[config.mk]
export PLATFORM = sky130hd
export DESIGN_NAME = bus_ram_responder
export DESIGN_NICKNAME = d
export VERILOG_FILES = /design/src/rtl/bus_ram_responder_pkg.sv /design/src/rtl/bus_ram_responder_resp_fifo.sv /design/src/rtl/bus_ram_responder.sv
export SDC_FILE = /design/constraint.sdc
export NUM_CORES = 1
export LEC_CHECK = 0
export BUFFER_PORTS_ARGS = -buffer_cell sky130_fd_sc_hd__buf_2
export CORE_MARGIN = 4
export CORE_UTILIZATION = 50
export CTS_CLUSTER_DIAMETER = 60
export CTS_CLUSTER_SIZE = 40
export DETAILED_ROUTE_END_ITERATION = 8
export GPL_ROUTABILITY_DRIVEN = 0
export PLACE_DENSITY = 0.79
export RECOVER_POWER = 100
export SLEW_MARGIN = 20
export SYNTH_ARGS = -nofsm -noshare
export SYNTH_HDL_FRONTEND = slang
export SYNTH_SLANG_ARGS = --single-unit
[constraint.sdc]
create_clock -name clk -period 2.6 [get_ports clk]
set_input_delay 0.52 -clock clk [delete_from_list [all_inputs] [get_ports clk]]
set_output_delay 0.52 -clock clk [all_outputs]
set_load 0.1 [all_outputs]
[src/rtl/bus_ram_responder_pkg.sv]
// Shared definitions for the bus RAM responder.
// Holds the bus command and response encodings and the bus address width.
// The top level and its response FIFO import this package.
package bus_ram_responder_pkg;

    localparam int BUS_ADDR_W = 32;

    // Master command encodings carried on MCmd.
    typedef enum logic [1:0] {
        CMD_IDLE = 2'b00,
        CMD_WR   = 2'b01,
        CMD_RD   = 2'b10
    } mcmd_e;

    // Slave response encodings carried on SResp.
    typedef enum logic [1:0] {
        RESP_NULL = 2'b00,
        RESP_DVA  = 2'b01
    } sresp_e;

endpackage

[src/rtl/bus_ram_responder_resp_fifo.sv]
// Response FIFO for the bus RAM responder.
// Holds read data that is waiting to be returned on the bus, in arrival order.
// Ports:
//   clk, reset  - clock; asynchronous active-high reset (empties the FIFO)
//   i_flush     - synchronous flush; empties the FIFO and wins over push
//   i_push      - write i_data_in at the tail (ignored when full)
//   i_pop       - drop the head entry (ignored when empty)
//   i_data_in   - entry to push
//   o_data_out  - current head entry, read straight from the storage registers
//   o_count     - number of valid entries
//   o_empty     - no valid entries
module bus_ram_responder_resp_fifo #(
    parameter int DEPTH = 4,
    parameter int WIDTH = 32
) (
    input  logic                     clk,
    input  logic                     reset,
    input  logic                     i_flush,
    input  logic                     i_push,
    input  logic                     i_pop,
    input  logic [WIDTH-1:0]         i_data_in,
    output logic [WIDTH-1:0]         o_data_out,
    output logic [$clog2(DEPTH):0]   o_count,
    output logic                     o_empty
);

    localparam int AW = $clog2(DEPTH);
    localparam logic [AW:0] FULL_CNT = (AW+1)'(DEPTH);

    logic [WIDTH-1:0] r_mem [DEPTH];
    logic [AW-1:0]    r_wr_ptr;
    logic [AW-1:0]    r_rd_ptr;
    logic [AW:0]      r_count;
    logic             w_push;
    logic             w_pop;

    assign w_push = i_push && (r_count != FULL_CNT);
    assign w_pop  = i_pop && (r_count != '0);

    // DEPTH is a power of two, so the pointers wrap naturally.
    always_ff @(posedge clk or posedge reset) begin
        if (reset) begin
            r_wr_ptr <= '0;
            r_rd_ptr <= '0;
            r_count  <= '0;
        end else if (i_flush) begin
            r_wr_ptr <= '0;
            r_rd_ptr <= '0;
            r_count  <= '0;
        end else begin
            if (w_push) r_wr_ptr <= r_wr_ptr + 1'b1;
            if (w_pop)  r_rd_ptr <= r_rd_ptr + 1'b1;
            r_count <= r_count + (AW+1)'(w_push) - (AW+1)'(w_pop);
        end
    end

    // Storage needs no reset: entries are only visible through r_count.
    always_ff @(posedge clk) begin
        if (w_push && !i_flush) begin
            r_mem[r_wr_ptr] <= i_data_in;
        end
    end

    assign o_data_out = r_mem[r_rd_ptr];
    assign o_count    = r_count;
    assign o_empty    = (r_count == '0);

endmodule

[src/rtl/bus_ram_responder.sv]
// Bus slave that serves cache line fetches and stores out of a synchronous
// single-port RAM. One command is accepted per cycle; reads return their data
// in accept order through a small response FIFO, writes are posted and
// produce no response.
// Ports:
//   clk, reset        - clock; asynchronous active-high reset
//   i_m_cmd           - MCmd (IDLE/RD/WR)
//   i_m_addr          - MAddr, word address; bits above MEM_ADDR_SIZE ignored
//   i_m_data          - MData, write data
//   i_m_byte_en       - MByteEn, write byte enables
//   i_m_resp_accept   - MRespAccept, master takes the current response
//   i_m_reset_n       - MReset_n, low flushes the responder synchronously
//   o_s_cmd_accept    - SCmdAccept, combinational accept of i_m_cmd
//   o_s_resp          - SResp (NULL/DVA), FIFO head valid
//   o_s_data          - SData, FIFO head data (zero when no response)
//   o_ram_en/we/be/addr/data_w - RAM request, driven in the accept cycle
//   i_ram_data_r      - RAM read data, valid the cycle after the read
//   i_ram_delay       - RAM stall: holds the capture and blocks new commands
// Handshake: a command transfers in a cycle where i_m_cmd != IDLE and
// o_s_cmd_accept is high; a response transfers in a cycle where
// o_s_resp == DVA and i_m_resp_accept is high.
module bus_ram_responder
    import bus_ram_responder_pkg::*;
#(
    parameter int RESP_DEPTH    = 4,
    parameter int MEM_ADDR_SIZE = 12,
    parameter int WORD_SIZE     = 32
) (
    input  logic                       clk,
    input  logic                       reset,
    input  logic [1:0]                 i_m_cmd,
    input  logic [BUS_ADDR_W-1:0]      i_m_addr,
    input  logic [WORD_SIZE-1:0]       i_m_data,
    input  logic [WORD_SIZE/8-1:0]     i_m_byte_en,
    input  logic                       i_m_resp_accept,
    input  logic                       i_m_reset_n,
    output logic                       o_s_cmd_accept,
    output logic [1:0]                 o_s_resp,
    output logic [WORD_SIZE-1:0]       o_s_data,
    output logic                       o_ram_en,
    output logic                       o_ram_we,
    output logic [WORD_SIZE/8-1:0]     o_ram_be,
    output logic [MEM_ADDR_SIZE-1:0]   o_ram_addr,
    output logic [WORD_SIZE-1:0]       o_ram_data_w,
    input  logic [WORD_SIZE-1:0]       i_ram_data_r,
    input  logic                       i_ram_delay
);

    localparam int CW = $clog2(RESP_DEPTH) + 1;
    localparam logic [CW-1:0] DEPTH_CNT = CW'(RESP_DEPTH);

    logic                 r_pending;
    logic [CW-1:0]        w_count;
    logic [CW-1:0]        w_occ;
    logic                 w_empty;
    logic [WORD_SIZE-1:0] w_head;
    logic                 w_is_rd;
    logic                 w_is_wr;
    logic                 w_accept;
    logic                 w_accept_rd;
    logic                 w_accept_wr;
    logic                 w_capture;
    logic                 w_pop;
    logic                 w_unused_addr_hi;

    // Upper address bits alias onto the RAM.
    assign w_unused_addr_hi = ^i_m_addr[BUS_ADDR_W-1:MEM_ADDR_SIZE];

    assign w_is_rd = (i_m_cmd == CMD_RD);
    assign w_is_wr = (i_m_cmd == CMD_WR);

    // A read is admitted only if its response slot is guaranteed: the read
    // still in the RAM counts, a pop in this same cycle does not.
    assign w_occ = w_count + CW'(r_pending);

    assign w_accept = !reset && i_m_reset_n && !i_ram_delay &&
                      ((w_is_rd && (w_occ < DEPTH_CNT)) || w_is_wr);
    assign w_accept_rd = w_accept && w_is_rd;
    assign w_accept_wr = w_accept && w_is_wr;

    // The RAM output is valid in the first non-stalled cycle after the read.
    assign w_capture = r_pending && !i_ram_delay;
    assign w_pop     = !w_empty && i_m_resp_accept;

    always_ff @(posedge clk or posedge reset) begin
        if (reset) begin
            r_pending <= 1'b0;
        end else if (!i_m_reset_n) begin
            r_pending <= 1'b0;
        end else if (w_accept_rd) begin
            // A back-to-back read keeps the flag set while the previous
            // one is captured.
            r_pending <= 1'b1;
        end else if (w_capture) begin
            r_pending <= 1'b0;
        end
    end

    bus_ram_responder_resp_fifo #(
        .DEPTH (RESP_DEPTH),
        .WIDTH (WORD_SIZE)
    ) u_resp_fifo (
        .clk        (clk),
        .reset      (reset),
        .i_flush    (!i_m_reset_n),
        .i_push     (w_capture),
        .i_pop      (w_pop),
        .i_data_in  (i_ram_data_r),
        .o_data_out (w_head),
        .o_count    (w_count),
        .o_empty    (w_empty)
    );

    always_comb begin
        o_ram_be = '0;
        if (w_accept_rd) begin
            o_ram_be = '1;
        end else if (w_accept_wr) begin
            o_ram_be = i_m_byte_en;
        end
    end

    assign o_s_cmd_accept = w_accept;
    assign o_ram_en       = w_accept;
    assign o_ram_we       = w_accept_wr;
    assign o_ram_addr     = i_m_addr[MEM_ADDR_SIZE-1:0];
    assign o_ram_data_w   = i_m_data;

    assign o_s_resp = w_empty ? RESP_NULL : RESP_DVA;
    assign o_s_data = w_empty ? '0 : w_head;

endmodule

==> run_results.csv <==
group,metric,value,unit
clock_network,root_buffer,"clkbuf_16",
final_layout,layout_commonest_cell,"edfxtp_1",
synthesis,synth_fp_nets,430,
sta,slew_viol_final,0,
die,fp.dieH,115.7,um
critical_path,crit_slowest_cell,"mux4_2",
place,placed_cell_area,0.006446,sq mm
grt,grt_pass1_vias,3106,
grt,grt_antenna_before_repair,0,
drt,drc,0,
sta,rsz0062_at_grt,"true",
die,ioPinCount,192,
flow_run,max_cap_viol_count,0,
synthesis,netlist_area,0.005798,sq mm
sta,skew,7.868,ps
sta,worst_slew_pin_slew,955.5,ps
clock_network,clock-sinks,136,
sta,fmax,394.2,MHz
critical_path,cp_max_fo,12,
drt,first_iter_violations,136,
synthesis,yosysWarnings,0,
critical_path,path_class,"reg2out",
final_layout,drive_gt1_frac,0.4293,
die,design.core.area,0.01137,sq mm
place,portBuffers,82,
clock_network,cts_hold_buf,0,
sta,fin_setup_tns,0,ps
die,placement_rows,39,
place,dp_cells,499,
sta,finalSetupViolations,0,
final_layout,stdcell_count,532,
die,dieArea,0.01338,sq mm
sta,holdWs,66.77,ps
critical_path,end_kind,"primary output",
clock_network,path_clk_slew,60,ps
min_path,min_path_type,"in2async",
critical_path,cp-start-kind,"flip-flop",
final_layout,multi_input_area,0.001370,sq mm
sta,timing.final.hold_violations,0,
synthesis,synth_cell_type_count,26,
final_layout,area_growth,22.53,%
synthesis,syn-instance-count,316,
drt,antenna_left,0,
grt,grt_max_degree,25,
drt,wl_per_cell,19.96,um
sta,fin_ws,63.24,ps
clock_network,insertion_delay,410,ps
final_layout,diodes,0,
final_layout,nFillCells,816,
final_layout,final_area,0.007104,sq mm
drt,dr.pass1.iters,4,
drt,vias,2851,
grt,grt_pass1_wl,16190,um
critical_path,required,2080,ps
synthesis,ys.flop_type,"edfxtp_1",
synthesis,syn_avg_cell_area,18.35,sq um
final_layout,nets,490,
sta,fin_crit_sh,0.9757,
power_and_ir_drop,power.leakage,2.469,nW
critical_path,cp.arrival,2020,ps
final_layout,final_cell_mix,"edfxtp_1, mux4_2, nor2b_2, clkbuf_1",
synthesis,ys_seq_area_frac,0.6975,
drt,postRouteWirelength,10620,um
die,chipWidth,115.7,um
clock_network,cts_buffer_depth,2,
grt,grtUsageTotal,0.1673,
drt,avgViaCountPerCell,5.359,
die,initial_core_util,0.5100,
power_and_ir_drop,peakVddDrop,0.0009055,V
place,post-dp-hpwl,6856,um
place,post-place-ws,180.1,ps
final_layout,regArea,0.004046,sq mm
sta,max_slew_margin,0.3630,
synthesis,synth_edf_count,128,
power_and_ir_drop,finalPower,9.530,mW
critical_path,cp_cell_sequence,"clkbuf_16, mux4_2, nor2b_2, buf_2",
sta,period_minus_slack,2537,ps
critical_path,cpPeakStageDelay,490,ps
run_status,status,"complete, no violations",
synthesis,synth-seq-cells,136,
power_and_ir_drop,power_density,1341,mW/mm^2
clock_network,htreeDepth,4,
clock_network,cts-buffers-inserted,17,
clock_network,cts_tree,"built",
synthesis,synthArstFlopShare,0.05882,
grt,grt-ovfl-total,0,
final_layout,utilization,0.6248,
==> where the power goes <==
part | internal, mW | switching, mW
clock | 1.78 | 0.844
sequential | 2.43 | 0.0439
combinational | 1.29 | 3.14
==> cell usage after synthesis (2+ instances only) <==
cell | number | area (sq um)
o22ai_1 | 4 | 25.02
nand3b_1 | 2 | 15.01
ha_1 | 6 | 75.07
nand2_1 | 4 | 15.01
nor2b_1 | 33 | 206.5
dfrtp_1 | 8 | 200.2
mux2i_1 | 2 | 20.02
clkbuf_1 | 5 | 18.77
nor3b_1 | 2 | 15.01
and2_1 | 8 | 50.05
mux4_2 | 32 | 720.7
buf_2 | 3 | 15.01
inv_1 | 13 | 48.80
buf_6 | 4 | 45.04
nand3_1 | 2 | 10.01
o21ai_0 | 2 | 10.01
edfxtp_1 | 128 | 3844
buf_4 | 46 | 345.3
xnor2_1 | 5 | 43.79
==> per-layer routing <==
metal  GRT usage  up-vias  part of all wire
met4     0.06883        0             0.012
met5           0        -                 0
met1      0.2049     1457              0.40
met2      0.2701      110              0.51
met3     0.06371       18             0.079
li1            -     1266                 -
==> worst paths after layout <==
path                       cells after the start  slack (ps)                                   to                                start
max                                            4          60                         o_s_data[26]  u_resp_fifo.r_rd_ptr[0]$_DFFE_PP0P_
min                                            2          70                r_pending$_DFFE_PP0P_                                reset
max reg2reg                                   10         150     u_resp_fifo.o_count[2]$_DFF_PP0_     u_resp_fifo.o_count[0]$_DFF_PP0_
min reg2reg                                    2         570                r_pending$_DFFE_PP0P_                r_pending$_DFFE_PP0P_
max in group asynchronous                      2        2260  u_resp_fifo.r_rd_ptr[1]$_DFFE_PP0P_                                reset
min in group clk                               1         370   u_resp_fifo.r_mem[1][23]$_DFFE_PP_                     i_ram_data_r[23]
==> flip-flops by register name, summed over array words and instances, names as in the netlist <==
signal / cells
u_resp_fifo.r_mem: 128
u_resp_fifo.o_count: 3
u_resp_fifo.r_rd_ptr: 2
u_resp_fifo.r_wr_ptr: 2
r_pending: 1
==> kinds of logic (layout without fill, tap and decap cells) <==
group           count (synthesis)  in the layout  share of synthesized area
flops                         136            136                     0.6975
simple gates                   54             54                    0.05977
fa+ha+maj                       7              7                    0.01640
other cells                     1              1                  0.0006468
buf+inv                        71            144                    0.08157
compound gates                  8              8                   0.008848
mux                            34             34                     0.1278
xor+xnor                        5              5                   0.007553
==> worst max-delay path, delay by kind of cell, from the launching register on <==
family,cells,cell delay [ps]
and+or+nand+nor,1,160
DFF,1,440
muxes,1,490
buffers and inverters,2,510
==> what timing repair did <==
action                                 CTS  global route
buffers inserted                         0             0
pin swaps                                0             0
setup endpoints to repair                2            21
cloned                                   0             1
endpoints found under the hold margin    0             0
gates resized for setup                  2            17
==> cell type report <==
type / count / share of cell area
clock inverters: 15 / 0.03258
inverters: 13 / 0.006869
clock buffers: 17 / 0.05988
repair buffers: 99 / 0.1131
flip-flops and latches: 136 / 0.5696
multi-input cells: 109 / 0.1928
well taps: 143 / 0.02518
No activity file was read; power rests on OpenSTA's default activity.
